File: src/rtl/mux16_sched_pkg.sv
// Shared constants, FSM state type and grant helper for the 16-way mux scheduler.
package mux16_sched_pkg;

  localparam int unsigned NUM_REQ = 16;
  localparam int unsigned SEL_W   = $clog2(NUM_REQ);

  typedef enum logic {
    IDLE = 1'b0,
    BUSY = 1'b1
  } state_t;

  function automatic logic [NUM_REQ-1:0] onehot(input logic [SEL_W-1:0] idx);
    return NUM_REQ'(1) << idx;
  endfunction

endpackage

File: src/rtl/mux16_rr_pick.sv
// Combinational rotate-priority encoder: first set req bit searching last+1, last+2, ... with wrap.
module mux16_rr_pick
  import mux16_sched_pkg::*;
(
  input  logic [NUM_REQ-1:0] req,
  input  logic [SEL_W-1:0]   last,
  output logic [SEL_W-1:0]   idx,
  output logic               any
);

  logic [SEL_W-1:0] cand;

  // NOTE: every output gets a default first so no path through the loop can infer a latch.
  always_comb begin
    idx  = '0;
    any  = 1'b0;
    cand = '0;
    // Offset NUM_REQ truncates to 0, so last itself is examined last (lowest priority).
    for (int k = 1; k <= NUM_REQ; k++) begin
      cand = last + SEL_W'(k);
      if (!any && req[cand]) begin
        idx = cand;
        any = 1'b1;
      end
    end
  end

endmodule

File: src/rtl/mux16_rr_sched.sv
// Round-robin owner of a shared 16:1 mux select; optional forced release under MUX16_TIMEOUT_EN.
module mux16_rr_sched
  import mux16_sched_pkg::*;
#(
  parameter int unsigned MAX_HOLD = 64
) (
  input  logic               clk,
  input  logic               rst_n,
  input  logic               en,
  input  logic [NUM_REQ-1:0] req,
  input  logic               done,
  output logic [SEL_W-1:0]   sel,
  output logic [NUM_REQ-1:0] gnt,
  output logic               gnt_valid,
  output logic               timeout
);

  if (MAX_HOLD < 2) begin : g_bad_hold
    $error("mux16_rr_sched: MAX_HOLD must be >= 2");
  end

  state_t             state_q, state_d;
  logic [SEL_W-1:0]   sel_q, sel_d;
  logic [SEL_W-1:0]   last_q, last_d;
  logic [NUM_REQ-1:0] gnt_q, gnt_d;
  logic               gnt_valid_q, gnt_valid_d;
  logic               timeout_q, timeout_d;
  logic               force_rel;
  logic [SEL_W-1:0]   pick_idx;
  logic               pick_any;

  mux16_rr_pick u_pick (
    .req  (req),
    .last (last_q),
    .idx  (pick_idx),
    .any  (pick_any)
  );

`ifdef MUX16_TIMEOUT_EN
  localparam int unsigned CNT_W = (MAX_HOLD > 2) ? $clog2(MAX_HOLD) : 1;
  logic [CNT_W-1:0] hold_cnt_q, hold_cnt_d;

  // hold_cnt is 0 in the first BUSY cycle, so MAX_HOLD-1 marks BUSY cycle MAX_HOLD.
  always_comb begin
    hold_cnt_d = hold_cnt_q;
    force_rel  = 1'b0;
    if (state_q == IDLE) begin
      hold_cnt_d = '0;
    end else begin
      hold_cnt_d = hold_cnt_q + CNT_W'(1);
      force_rel  = (hold_cnt_q == CNT_W'(MAX_HOLD - 1)) && !done && req[sel_q];
    end
    timeout_d = force_rel;
  end
`else
  always_comb begin
    force_rel = 1'b0;
    timeout_d = 1'b0;
  end
`endif

  always_comb begin
    state_d     = state_q;
    sel_d       = sel_q;
    last_d      = last_q;
    gnt_d       = gnt_q;
    gnt_valid_d = gnt_valid_q;
    unique case (state_q)
      IDLE: begin
        if (en && pick_any) begin
          sel_d       = pick_idx;
          gnt_d       = onehot(pick_idx);
          gnt_valid_d = 1'b1;
          state_d     = BUSY;
        end
      end
      BUSY: begin
        // Owner finishing, abandoning req, or overstaying all release identically.
        if (done || !req[sel_q] || force_rel) begin
          last_d      = sel_q;
          gnt_d       = '0;
          gnt_valid_d = 1'b0;
          state_d     = IDLE;
        end
      end
      default: state_d = IDLE;
    endcase
  end

  // NOTE: state updates use non-blocking assignments so every flop samples pre-edge values.
  always_ff @(posedge clk or negedge rst_n) begin
    // NOTE: last resets to NUM_REQ-1 so the first grant after reset goes to the lowest index.
    if (!rst_n) begin
      state_q     <= IDLE;
      sel_q       <= '0;
      last_q      <= SEL_W'(NUM_REQ - 1);
      gnt_q       <= '0;
      gnt_valid_q <= 1'b0;
      timeout_q   <= 1'b0;
`ifdef MUX16_TIMEOUT_EN
      hold_cnt_q  <= '0;
`endif
    end else begin
      state_q     <= state_d;
      sel_q       <= sel_d;
      last_q      <= last_d;
      gnt_q       <= gnt_d;
      gnt_valid_q <= gnt_valid_d;
      timeout_q   <= timeout_d;
`ifdef MUX16_TIMEOUT_EN
      hold_cnt_q  <= hold_cnt_d;
`endif
    end
  end

  assign sel       = sel_q;
  assign gnt       = gnt_q;
  assign gnt_valid = gnt_valid_q;
  assign timeout   = timeout_q;

endmodule
File: config.mk
export PLATFORM = sky130hd
export DESIGN_NAME = mux16_rr_sched
export DESIGN_NICKNAME = d
export VERILOG_FILES = /design/src/rtl/mux16_sched_pkg.sv /design/src/rtl/mux16_rr_pick.sv /design/src/rtl/mux16_rr_sched.sv
export SDC_FILE = /design/constraint.sdc
export NUM_CORES = 1
export LEC_CHECK = 0
export CAP_MARGIN = 40
export CORE_UTILIZATION = 45
export CTS_BUF_LIST = sky130_fd_sc_hd__clkbuf_16
export DETAILED_ROUTE_END_ITERATION = 10
export HOLD_SLACK_MARGIN = 0.12
export PLACE_DENSITY = 0.66
export SYNTH_ARGS = -nofsm -noshare
export SYNTH_HDL_FRONTEND = slang
export SYNTH_SLANG_ARGS = --single-unit
File: constraint.sdc
create_clock -name clk -period 8 [get_ports clk]
set_input_delay 1.6 -clock clk [delete_from_list [all_inputs] [get_ports clk]]
set_output_delay 1.6 -clock clk [all_outputs]
set_load 0.005 [all_outputs]
==> flow_summary.ini <==
[outcome]
status = completed

[cts]
cts_hold_buf = 0
cts_tree = done
cts_max_path_buffers = 2
path_clk_slew_ns = 0.06
post_cts_buffers = 0
clkSinkCount = 26
root_buffer = clkbuf_16
post_cts_resized = 0
cts_max_level = 1
clock_latency_ns = 0.26
numCtsBuffers = 3

[die]
dieArea_um2 = 8290
dieWidth_um = 91.05
num_io_pins = 42
core_area_um2 = 7687
fp.dieH_um = 91.05
fp-row-count = 32
start_util_pct = 46.42

[worst_setup_path]
critical_path_class = in -> reg
cp.required_ns = 8.16
arrival_ns = 6.00
end_kind = flip-flop
cp-start-kind = primary input
worst-path-max-fanout = 16

[yosys]
synth_nets = 391
yosys-top-cells-count = 33 x nand2_1, 28 x mux2i_1, 28 x nor2_1, 25 x mux4_2, 22 x dfrtp_1
synth_seq_cells = 26
synth_top_area_share_pct = 15.78
yosysSeqAreaShare_pct = 18.37
yosys_most_used_dff = dfrtp_1
synth_edf_count = 0
avgSynthCellArea_um2 = 9.830
netlist_instances = 363
synth.distinct_cells = 70
synth_most_common_cell = nand2_1
synth_area_um2 = 3568
synth_largest_area_cell = mux4_2
synth_area_leaders = mux4_2 16%, dfrtp_1 15%, mux2i_1 7.9%
async_flop_share_pct = 100.0
ys.warnings.count = 0

[layout]
fin_util_pct = 53.50
area_delta_synth_final_pct = 15.25
drive_above_1_share_pct = 17.01
final_nets = 417
final_area_um2 = 4113
n_antenna_cell = 0

[timing]
setup_viol = 0
finalCritPeriodShare_pct = 73.02
hold_ws_ns = 0.4765
hold_viol = 0
maxSlewHeadroom_pct = 22.98
rsz0062_at_grt = false
worst_pin_slew_ns = 1.155
fin_worst_skew_ns = 0.002909
drv_slew = 0
min_period_ns = 5.841
fin_setup_tns_ns = 0
clock.fmax_mhz = 171.2

[global_route]
grt_overflow = 0
grt_max_degree = 27
grt_pass1_vias = 3047
antenna_found_initial = 0
grt_usage_pct = 25.77
grt_pass1_wl_mm = 16.92

[detailed_routing]
vias = 3277
drc = 0
routedWlPerCell_um = 21.08
finalWirelength_mm = 10.33
ant_nets = 0
drtIter0Drc = 405
firstDrtPassIters = 7
vias_per_cell = 6.688

[run]
cap_violations = 0

[placement]
globalplace.congestion = 0.9906
placed_area_um2 = 4008
io_buffers = 40
dpl.hpwl_mm = 7.784

[worst_hold_path]
hp-class = reg -> reg
[cell families (layout without fill, tap and decap cells)]
logic type / Yosys count / in the layout / synth area share [%]
AND/OR/NAND/NOR: 106 / 106 / 15.22
AO/OA/AOI/OAI: 96 / 96 / 19.64
multiplexers: 82 / 82 / 37.10
buffers and inverters: 36 / 61 / 4.804
flip-flops: 26 / 26 / 18.37
adder cells (fa/ha/maj): 8 / 8 / 2.805
XOR/XNOR: 8 / 8 / 1.964
other: 1 / 1 / 0.1051
[cell type report]
cell class	instances	area (µm²)
Sequential cell	26	655.6
Timing Repair Buffer	43	430.4
Inverter	14	52.55
Tap cell	102	127.6
Fill cell	706	3575
Clock inverter	1	30.03
Multi-Input combinational cell	301	2741
Clock buffer	3	75.07
[worst max-delay path: stages]
cell and delay (ns):
clkdlybuf4s50_1 0.54, mux4_1 0.64, mux2_4 0.32, a222oi_1 0.89
nand3_2 0.23, nor4b_4 0.61, a311oi_1 0.19, buf_4 0.22
nor2_2 0.51, nand2_1 0.15, o31ai_1 0.10
[per-stage QoR]
step / setup WS, ns / instances
global placement: 2.023 / 484
CTS: 2.206 / 490
finish: 2.159 / 490
detailed placement: 1.987 / 486
global route: 1.771 / 490
floorplan: 3.101 / 363
[layout by cell type, fill, tap and decap left out, types with 3 or more instances in the layout]
cell	count
or3_1	3
a31oi_1	4
ha_1	8
o22ai_1	5
a21oi_1	11
nand3_1	8
nand2_1	33
dfrtp_1	22
clkdlybuf4s50_1	40
mux4_1	10
nor2b_1	4
clkbuf_16	3
nor2_1	28
mux2_2	18
nor3_1	5
inv_1	12
o31ai_1	15
mux2i_1	28
dfstp_2	4
mux4_2	25
a21boi_0	3
a32o_1	5
o21ai_0	17
xnor2_1	6
a22o_1	3
a211o_1	3
a32oi_1	3
and2_1	3
nor3b_1	3
[worst paths after layout]
kind / start / endpoint / slack (ns) / depth (start not counted)
setup / recovery: req[12] / gnt[0] / 2.16 / 11
hold reg to reg: gnt[6] / gnt[6] / 0.48 / 2
min in group asynchronous: rst_n / gnt[4] / 1.63 / 1
hold / removal: gnt[6] / gnt[6] / 0.48 / 2
setup reg to reg: last_q[1] / gnt[0] / 2.23 / 12
max in group asynchronous: rst_n / last_q[0] / 5.84 / 2
[registers in the layout (all words and copies together) (netlist names)]
| name | flops |
|---|---|
| gnt | 16 |
| last_q | 4 |
| sel | 4 |
| gnt_valid | 1 |
| state_q | 1 |
[layer usage]
metal	track usage, %	vias up	part of all wire [%]	wire (µm)
met5	0	-	0	0
met4	6.746	0	2.2	228
met3	3.434	24	6.5	672
met2	39.52	150	47	4852
met1	38.21	1603	44	4573
li1	-	1500	-	-
Power is left out: the tool's default activity adds up to more than one toggle a clock period on the data nets, which glitch-free logic cannot reach.
